==> config.mk <==
export PLATFORM = sky130hd
export DESIGN_NAME = mem_port_arbiter
export DESIGN_NICKNAME = d
export VERILOG_FILES = /design/src/rtl/mem_port_arbiter.sv
export SDC_FILE = /design/constraint.sdc
export NUM_CORES = 1
export LEC_CHECK = 0
export CAP_MARGIN = 20
export CORE_AREA = 8 8 101 103
export CTS_BUF_LIST = sky130_fd_sc_hd__clkbuf_4
export CTS_CLUSTER_SIZE = 10
export DETAILED_ROUTE_END_ITERATION = 6
export DIE_AREA = 0 0 109 111
export PLACE_DENSITY = 0.77
export SYNTH_ARGS = -nofsm -noshare
export SYNTH_HDL_FRONTEND = slang
export SYNTH_SLANG_ARGS = --single-unit
==> constraint.sdc <==
create_clock -name clk -period 2.1 [get_ports clk]
set_input_delay 0.315 -clock clk [delete_from_list [all_inputs] [get_ports clk]]
set_output_delay 0.315 -clock clk [all_outputs]
set_load 0.05 [all_outputs]
==> src/rtl/mem_port_arbiter.sv <==
`default_nettype none
// ============================================================================
// Module      : mem_port_arbiter
// Description : Shares one single-ported unified memory between the
//               instruction-fetch port (i_*) and the load/store port (d_*).
//               One transaction is outstanding at a time. Data accesses win
//               arbitration unless fetch has waited through STARVE_LIMIT
//               consecutive data grants, in which case fetch is forced.
// Revision    : 1.0 - initial release
// ----------------------------------------------------------------------------
// Ports
//   clk, rst          clock; asynchronous active-high reset
//   i_req/i_addr      fetch request, held until i_gnt
//   i_gnt             fetch request accepted this cycle
//   i_rvalid/i_rdata  fetch response pulse and instruction word
//   d_req/d_we/d_addr/d_wdata/d_wstrb
//                     load/store request and payload, held until d_gnt
//   d_gnt             data request accepted this cycle
//   d_rvalid/d_rdata  load data / store ack pulse and raw load data
//   mem_req/mem_we/mem_addr/mem_wdata/mem_wstrb
//                     request towards the memory
//   mem_gnt           memory accepts the request this cycle
//   mem_rvalid/mem_rdata
//                     memory response pulse and read data
//   busy              a transaction is outstanding
// Parameters
//   ADDR_W            address width of all ports
//   DATA_W            data width; only 32 is supported (4-bit strobes)
//   STARVE_LIMIT      data grants tolerated while fetch waits, 1..15
// ============================================================================
module mem_port_arbiter #(
  parameter int ADDR_W       = 32,
  parameter int DATA_W       = 32,
  parameter int STARVE_LIMIT = 4
) (
  input  logic              clk,
  input  logic              rst,
  // instruction-fetch port
  input  logic              i_req,
  input  logic [ADDR_W-1:0] i_addr,
  output logic              i_gnt,
  output logic              i_rvalid,
  output logic [DATA_W-1:0] i_rdata,
  // load/store port
  input  logic              d_req,
  input  logic              d_we,
  input  logic [ADDR_W-1:0] d_addr,
  input  logic [DATA_W-1:0] d_wdata,
  input  logic [3:0]        d_wstrb,
  output logic              d_gnt,
  output logic              d_rvalid,
  output logic [DATA_W-1:0] d_rdata,
  // memory side
  output logic              mem_req,
  output logic              mem_we,
  output logic [ADDR_W-1:0] mem_addr,
  output logic [DATA_W-1:0] mem_wdata,
  output logic [3:0]        mem_wstrb,
  input  logic              mem_gnt,
  input  logic              mem_rvalid,
  input  logic [DATA_W-1:0] mem_rdata,
  // status
  output logic              busy
);

  typedef enum logic [1:0] {
    IDLE   = 2'd0,
    WAIT_I = 2'd1,
    WAIT_D = 2'd2
  } state_t;

  localparam logic [3:0] c_STARVE_LIMIT = 4'(STARVE_LIMIT);

  state_t     r_state;
  logic [3:0] r_starv_cnt;

  logic w_idle;
  logic w_starved;
  logic w_sel_d;
  logic w_sel_i;
  logic w_i_gnt;
  logic w_d_gnt;

  // The reset term keeps every output at zero while rst is held, even though
  // the state register already sits in IDLE during reset.
  assign w_idle    = !rst && (r_state == IDLE);

  // Fetch has waited long enough: it takes the next slot over data.
  assign w_starved = i_req && (r_starv_cnt == c_STARVE_LIMIT);
  assign w_sel_d   = w_idle && d_req && !w_starved;
  assign w_sel_i   = w_idle && i_req && !w_sel_d;

  assign w_d_gnt   = w_sel_d && mem_gnt;
  assign w_i_gnt   = w_sel_i && mem_gnt;

  // --------------------------------------------------------------------------
  // Request path towards memory
  // --------------------------------------------------------------------------
  assign mem_req   = w_idle && (i_req || d_req);
  assign mem_addr  = w_sel_d ? d_addr : (w_sel_i ? i_addr : '0);
  assign mem_we    = w_sel_d && d_we;
  assign mem_wdata = w_sel_d ? d_wdata : '0;
  assign mem_wstrb = (w_sel_d && d_we) ? d_wstrb : 4'b0000;

  assign i_gnt     = w_i_gnt;
  assign d_gnt     = w_d_gnt;

  // --------------------------------------------------------------------------
  // Response path: routed straight through to the owner of the transaction
  // --------------------------------------------------------------------------
  assign i_rvalid  = !rst && (r_state == WAIT_I) && mem_rvalid;
  assign d_rvalid  = !rst && (r_state == WAIT_D) && mem_rvalid;
  assign i_rdata   = i_rvalid ? mem_rdata : '0;
  assign d_rdata   = d_rvalid ? mem_rdata : '0;

  assign busy      = !rst && (r_state != IDLE);

  // --------------------------------------------------------------------------
  // Transaction FSM and starvation counter
  // --------------------------------------------------------------------------
  always_ff @(posedge clk or posedge rst) begin
    if (rst) begin
      r_state     <= IDLE;
      r_starv_cnt <= 4'd0;
    end else begin
      case (r_state)
        IDLE: begin
          if (w_d_gnt) begin
            r_state <= WAIT_D;
          end else if (w_i_gnt) begin
            r_state <= WAIT_I;
          end
        end
        WAIT_I, WAIT_D: begin
          if (mem_rvalid) begin
            r_state <= IDLE;
          end
        end
        default: r_state <= IDLE;
      endcase

      // Counts data grants that bypassed a waiting fetch; any grant that
      // leaves fetch unblocked clears it.
      if (w_d_gnt) begin
        if (i_req) begin
          if (r_starv_cnt < c_STARVE_LIMIT) begin
            r_starv_cnt <= r_starv_cnt + 4'd1;
          end
        end else begin
          r_starv_cnt <= 4'd0;
        end
      end else if (w_i_gnt) begin
        r_starv_cnt <= 4'd0;
      end
    end
  end

endmodule
`default_nettype wire

==> summary.md, run 1 <==
| Metric | Value |
|---|---|
| CP Class | `input pin to primary output` |
| Core area | `about 8600 µm²` |
| Max Transition Viols Final | `0` |
| Non-Filler Instances | `approximately 670` |
| Largest net degree at the start of global routing | `37` |
| Vias in the first global route | `around 3.3k` |
| Crit path arrival time | `1870 ps` |
| Storage cell area | `roughly 150 µm²` |
| Max cap viols | `0` |
| Synth cell types | `28` |
| Clock latency on the worst-skew pair | `between 200 and 300 ps` |
| GRT overflow | `0` |
| Final Cell Area | `approximately 6700 µm²` |
| Syn_area_per_cell | `between 5 and 6 µm²` |
| Router iterations before antenna repair | `4` |
| Top cell type's share of synthesized area | `between 30 and 40%` |
| Worst Hold Class | `input pin to async pin` |
| CP Capture Type | `primary output` |
| Layout cell share with drive strength beyond 1 | `49.6%` |
| Total die area | `about 12000 µm²` |
| Vias per inst | `~4.7` |
| Tightest Pin Transition | `between 400 and 500 ps` |
| Net Count, Synth | `417` |
| Nets | `approximately 710` |
| Crit path launch type | `input pin` |
| Worst R2R End | `r_starv_cnt[2]$_DFFE_PP0P_` |
| Cell area after placement | `between 6000 and 7000 µm²` |
| Post-Syn Area | `between 1500 and 2000 µm²` |
| Hold Fails Final Rpt | `0` |
| Clk slew on worst S/H paths | `about 50 ps` |
| Peak VDD IR | `approximately 0.00032 V` |
| Biggest area consumer among synthesized cells | `and2_1` |
| Leakage power | `~2.7 nW` |
| Worst-path fanout max | `7` |
| Pre-CTS setup slack | `-137 ps` |
| Clock buffer depth | `2` |
| First-pass GRT wire length | `about 19000 µm` |
| PortBufs | `approximately 280` |
| Total track usage | `between 20 and 25%` |
| Commonest non-fill, non-tap cell in the layout | `buf_12` |
| Tcrit/Tclk final | `104%` |
| Clk root buf | `clkbuf_4` |
| Cell Pwr Density | `526 nW/µm²` |
| Pwr Total | `roughly 3.5 mW` |
| Sequential fraction of the synthesis area | `about 9%` |
| Reg-to-reg setup timing slack | `120 ps` |
| Initial Util | `a little under a fifth` |
| Final setup viols | `48` |
| Start point of the critical path | `i_req` |
| CTS H-tree lvls | `1` |
| Top cells by area, synth | `and2_1 (38%), a21oi_1 (11%), nand3_1 (9.8%)` |
| Fill count | `approximately 540` |
| Detailed-route wire length per cell | `roughly 21 µm` |
| Footprint of the multi-input gates | `roughly 1800 µm²` |
| Worst reg-to-reg path cell count | `8` |
| Die W | `around 110 µm` |
| Reg2reg start | `r_state[0]$_DFFE_PP0P_` |
| F_max | `approximately 0.46 GHz` |
| Status | `finished with violations` |
| Drc violations | `0` |
| Most frequent cells in the layout | `buf_12 (146), clkdlybuf4s50_1 (136), and2_1 (61), and2_4 (39), nand2_1 (35)` |
| Area Overhead vs Synth | `310%` |
| Die H | `111 µm` |
| Diode count | `0` |
| IO Count | `278` |
| Clk_skew | `between 6 and 7 ps` |
| Final min period | `approximately 2200 ps` |
| Max transition margin | `between 70% and 80%` |
| Clock sinks | `6` |
| Worst Slack Setup Final | `-83.9 ps` |
| Setup_tns | `-2000 ps` |
| Mapped Cells | `around 270` |
| Critical Path End | `mem_addr[7]` |
| DP Wirelength | `around 11000 µm` |
| TritonCTS clock tree | `done` |
| Placed Cells | `648` |
| Row cnt | `34` |
| Final wirelength | `between 10000 and 15000 µm` |
| Yosys reg bits | `6` |
| Post-DRT Antenna Nets | `0` |
| Unrepaired setup endpoints after global routing | `yes` |
| CTS Buf Count | `3` |
| GPL Wtd Cong | `about 0.9` |
| Post-CTS Hold Buffers | `0` |
| Failing checks | `setup timing` |
| First DRT Iteration DRCs | `roughly 170` |
| Via count | `3114` |
| Yosys warning total | `0` |
| Antenna violations before repair | `0` |
| WP data required | `approximately 1800 ps` |
==> metal layers <==
metal,share of wire [%],GRT usage (%),up-vias
met1,34,20.8,1448
li1,-,-,1472
met2,55,39.8,178
met5,0,0,-
met4,1.6,3.93,0
met3,8.8,5.99,16
==> repair_timing <==
item / in CTS / in global routing
cloned: 4 / 2
setup endpoints to repair: 75 / 135
buffers inserted: 8 / 6
gates resized for setup: 44 / 61
pin swaps: 35 / 33
==> cell families after synthesis <==
logic type,Yosys count,synth area share (%)
AO/OA/AOI/OAI,41,13.7
AND/OR/NAND/NOR,191,64.8
buffers and inverters,29,7.82
flip-flops,6,9.20
multiplexers,1,0.690
adder cells (fa/ha/maj),5,3.83
==> worst min-delay path by stage <==
stage / start / to / slack, ps
2_1_floorplan: rst / r_starv_cnt[0]$_DFFE_PP0P_ / 130
3_3_place_gp: r_starv_cnt[1]$_DFFE_PP0P_ / r_starv_cnt[1]$_DFFE_PP0P_ / 520
3_5_place_dp: r_starv_cnt[1]$_DFFE_PP0P_ / r_starv_cnt[1]$_DFFE_PP0P_ / 540
4_1_cts: rst / r_state[0]$_DFFE_PP0P_ / 460
5_1_grt: rst / r_state[0]$_DFFE_PP0P_ / 110
6_report: rst / r_state[0]$_DFFE_PP0P_ / 100
==> sequential cells by signal (all words and copies together) (netlist names) <==
register / flops
r_starv_cnt: 4
r_state: 2
==> cells in the mapped netlist, drive strengths merged <==
master / instances
a21oi: 36
a22o: 1
and2: 99
and3: 6
buf: 8
clkbuf: 15
dfrtp: 6
ha: 5
inv: 6
mux2: 1
nand2: 39
nand3: 32
nand3b: 1
nand4: 1
nand4b: 1
nor2: 8
nor2b: 1
nor3: 2
o211ai: 1
o21ai: 1
o21bai: 1
o32ai: 1
or3: 1
==> critical path, stage by stage <==
cell             delay, ps
clkdlybuf4s50_1        550
nand4b_4               170
nand2_8                180
clkbuf_16              170
nand3_2                100
a21oi_4                210
buf_12                 160
==> power by group <==
part	switching [mW]	leakage [nW]	internal [mW]
clock network	0.0471	0.0138	0.0650
logic	1.69	2.58	1.56
registers	0.0202	0.0815	0.140
==> final cells by class <==
type | instances | area share [%]
Inverter | 6 | 0.337
Clock buffer | 3 | 0.337
Sequential cell | 6 | 2.24
Tap cell | 108 | 2.02
Timing Repair Buffer | 304 | 67.5
Multi-Input combinational cell | 241 | 27.6
==> through the flow <==
step | utilization, % | hold slack [ps]
final | 78.3 | 101
after global routing | 78.3 | 111
after CTS | 74.5 | 459
after detailed placement | 71.1 | 538
after global placement | 71.1 | 523
after floorplan | - | 133
(Power assumes the default switching activity.)
==> inputs of run 2 (changes only) <==
--- a/config.mk
+++ b/config.mk
@@ -6,11 +6,12 @@
 export NUM_CORES = 1
 export LEC_CHECK = 0
+export ABC_AREA = 1
 export CAP_MARGIN = 20
-export CORE_AREA = 8 8 101 103
+export CORE_AREA = 8 8 103 105
 export CTS_BUF_LIST = sky130_fd_sc_hd__clkbuf_4
 export CTS_CLUSTER_SIZE = 10
 export DETAILED_ROUTE_END_ITERATION = 6
-export DIE_AREA = 0 0 109 111
-export PLACE_DENSITY = 0.77
+export DIE_AREA = 0 0 111 113
+export PLACE_DENSITY = 0.76
 export SYNTH_ARGS = -nofsm -noshare
 export SYNTH_HDL_FRONTEND = slang
==> constraint.sdc (replaced) <==
create_clock -name clk -period 2.1 [get_ports clk]
set_input_delay 0.42 -clock clk [delete_from_list [all_inputs] [get_ports clk]]
set_output_delay 0.42 -clock clk [all_outputs]
set_load 0.05 [all_outputs]
==> run 2 against run 1 <==
Count of clock-buffer cells in the layout unchanged. The run still ends with setup timing left. Sequential power down 3%. Critical path depth up 2. Largest power group unchanged. Synthesized cell count up 31%.
==> summary.md, run 2 <==
| Metric | Value |
|---|---|
| Vias per inst | `4.75 (+1.8%)` |
| Most frequent cells in the layout | `buf_12 (142), clkdlybuf4s50_1 (135), inv_1 (74), nor2_4 (69), nand3_1 (55)` |
| Post-Syn Area | `1770 µm² (+8.6%)` |
| Post-synthesis async set-or-reset flop share | `100% (unchanged)` |
| Largest reg by FF count | `r_starv_cnt` |
| Mapped Cells | `357 (+31%)` |
| First DRT Iteration DRCs | `186 (+8.8%)` |
| Biggest area consumer among synthesized cells | `nor2_1` |
| Total die area | `12500 µm² (+3.7%)` |
| Nets | `811 (+15%)` |
| Layout cell share with drive strength beyond 1 | `54.6% (+4.9 points)` |
| Worst Hold Class | `input pin to async pin` |
| Clock latency on the worst-skew pair | `270 ps (+20 ps)` |
| Worst R2R End | `r_state[0]$_DFFE_PP0P_` |
| Clk slew on worst S/H paths | `50 ps (about the same)` |
| Top cell type's share of synthesized area | `22.2% (-15 points)` |
| Pwr Total | `5.16 mW (+47%)` |
| Reg-to-reg setup timing slack | `130 ps (about the same)` |
| CTS Buf Count | `3 (unchanged)` |
| Post-synth top cells | `nor2_1 (105), inv_1 (81), nand3_1 (64), nand2_1 (49)` |
| Failing checks | `setup timing` |
| Yosys reg bits | `6 (unchanged)` |
| Worst reg-to-reg path cell count | `13 (+5)` |
| PortBufs | `277 (unchanged)` |
| Initial Util | `19.7% (+0.65 points)` |
| Core area | `8980 µm² (+5.0%)` |
| Top_reg_cell synth | `dfrtp_1` |
| Tightest Pin Transition | `283 ps (-142 ps)` |
| IO Count | `278 (unchanged)` |
| Largest registers | `r_starv_cnt (4), r_state (2)` |
| GPL Wtd Cong | `0.828 (-7.9%)` |
| Max Transition Viols Final | `0 (unchanged)` |
| Peak VDD IR | `0.000634 V (+99%)` |
| Final min period | `2270 ps (+86.1 ps)` |
| Vias in the first global route | `3921 (+20%)` |
| Clock buffer depth | `2 (unchanged)` |
| WP data required | `1680 ps (-100 ps)` |
| Highest cell delay on the worst timing path | `410 ps (-140 ps)` |
| Final Cell Area | `7480 µm² (+12%)` |
| Commonest non-fill, non-tap cell in the layout | `buf_12` |
| Tcrit/Tclk final | `108% (+4.1 points)` |
| Max FFs per register | `4 (unchanged)` |
| Unrepaired setup endpoints after global routing | `yes` |
| Worst-path fanout max | `9 (+2)` |
| Clk root buf | `clkbuf_4` |
| Crit path arrival time | `1850 ps (-20 ps)` |
| Max transition margin | `81.1% (+9.4 points)` |
| Max cap viols | `0 (unchanged)` |
| Worst Slack Setup Final | `-170 ps (-86.1 ps)` |
| Via count | `3684 (+18%)` |
| Syn_area_per_cell | `4.96 µm² (-17%)` |
| Status | `finished with violations` |
| Die W | `111 µm (+1.8%)` |
| Final wirelength | `17700 µm (+28%)` |
| Die H | `113 µm (+1.8%)` |
| Total track usage | `23.6% (+3.0 points)` |
| CP Class | `register to primary output` |
| Top cells by area, synth | `nor2_1 (22%), nand3_1 (18%), inv_1 (17%)` |
| CTS H-tree lvls | `1 (unchanged)` |
| TritonCTS clock tree | `done` |
| Area Overhead vs Synth | `322%` |
| F_max | `0.441 GHz (-3.8%)` |
| Drc violations | `0 (unchanged)` |
| Crit path max-delay cell type | `dfrtp_1` |
| Count leader, synth | `nor2_1` |
| Post-DRT Antenna Nets | `0 (unchanged)` |
| Router iterations before antenna repair | `4 (unchanged)` |
| Pre-CTS setup slack | `-326 ps (-190 ps)` |
| DP Wirelength | `12000 µm (+9.2%)` |
| Net Count, Synth | `501 (+20%)` |
| Diode count | `0 (unchanged)` |
| Largest net degree at the start of global routing | `34 (-8.1%)` |
| Yosys warning total | `0 (unchanged)` |
| First-pass GRT wire length | `23700 µm (+22%)` |
| Cell area after placement | `6330 µm² (+4.1%)` |
| Clock sinks | `6 (unchanged)` |
| EDFF count, synth | `0 (unchanged)` |
| Detailed-route wire length per cell | `22.9 µm (+10%)` |
| GRT overflow | `0 (unchanged)` |
| Sequential fraction of the synthesis area | `8.47% (-0.73 points)` |
| Final setup viols | `137 (+190%)` |
| Crit path launch type | `register` |
| Reg2reg start | `r_state[0]$_DFFE_PP0P_` |
| Clk_skew | `0.818 ps (-6.13 ps)` |
| Hold Fails Final Rpt | `0 (unchanged)` |
| CP Capture Type | `primary output` |
| Leakage power | `3.28 nW (+23%)` |
| Synth cell types | `22 (-21%)` |
| Post-CTS Hold Buffers | `0 (unchanged)` |
| Cell Pwr Density | `689 nW/µm² (+31%)` |
| Row cnt | `35 (+2.9%)` |
| Antenna violations before repair | `0 (unchanged)` |
| Worst-path cell chain | `inv_2 > ha_4 > nand2_8 > nor2_8 > nand2_8 > buf_12 > buf_16 > nor2_4 > buf_12` |
==> run 2: final cells by class <==
class	instances	area [µm²]
Fill cell	437	1490
Timing Repair Buffer	327	4840
Inverter	84	322
Multi-Input combinational cell	245	2010
Sequential cell	6	150
Tap cell	111	139
Clock buffer	3	22.5
==> run 2: critical path: cells and delay by family (launching register included) <==
kind	cells	cell delay, ps
DFF	1	410
and+or+nand+nor	4	440
buffers and inverters	4	540
adders and majority gates	1	170
==> run 2: kinds of logic (layout without fill, tap and decap cells) <==
logic type,count (synthesis),in the layout,share of synthesized area (%)
AOI/OAI and AO/OA,2,2,0.565
buffers and inverters,106,414,25.0
adders and majority gates,5,5,3.53
and+or+nand+nor,237,237,61.9
DFF,6,6,8.47
xor gates and xnor gates,1,1,0.494
==> run 2: worst max path at each step <==
stage,startpoint,endpoint,slack (ps),cells past startpoint
finish,r_state[0]$_DFFE_PP0P_,mem_wdata[18],-170,9
global route,r_state[0]$_DFFE_PP0P_,mem_wstrb[0],-220,9
CTS,r_state[1]$_DFFE_PP0P_,mem_wdata[18],-150,9
detailed placement,rst,mem_addr[25],-330,8
global placement,rst,mem_addr[25],-270,8
floorplan,r_state[0]$_DFFE_PP0P_,mem_wstrb[0],-90,6
==> run 2: where the power goes <==
| part | internal, mW | switching [mW] | total (mW) |
|---|---|---|---|
| clock | 0.0658 | 0.0582 | 0.124 |
| combinational | 2.23 | 2.65 | 4.88 |
| sequential | 0.137 | 0.0192 | 0.156 |
==> run 2: what timing repair did <==
| item | 4_1_cts | 5_1_grt |
|---|---|---|
| hold endpoints to repair | 0 | 0 |
| buffers inserted | 11 | 3 |
| gates cloned | 4 | 9 |
| setup endpoints to repair | 137 | 137 |
| resized for setup | 148 | 53 |
| pin swaps | 17 | 14 |
==> run 2: layer usage <==
metal  share of wire, %  track usage, %  vias to the layer above
li1                   -               -                     1676
met1                 34            23.3                     1757
met2                 55            47.2                      203
met3                6.6            5.71                       48
met4                3.6            6.67                        0
met5                  0               0                        -
==> run 2: metrics by stage <==
stage | std cells | utilization [%] | TNS [ps] | hold slack [ps]
after floorplan | 357 | - | -2480 | 195
after detailed placement | 749 | 70.5 | -25620 | 505
after CTS | 765 | 78.4 | -6560 | 341
final | 776 | 83.4 | -13420 | 387
after global placement | 749 | 70.5 | -20270 | 483
after global routing | 776 | 83.4 | -20490 | 379
==> inputs of run 3 (changes only) <==
- ABC_CLOCK_PERIOD_IN_PS: default -> 2100
==> results of run 3 <==
Same layout as run 2: the final DEF is identical, and so are final timing and power.
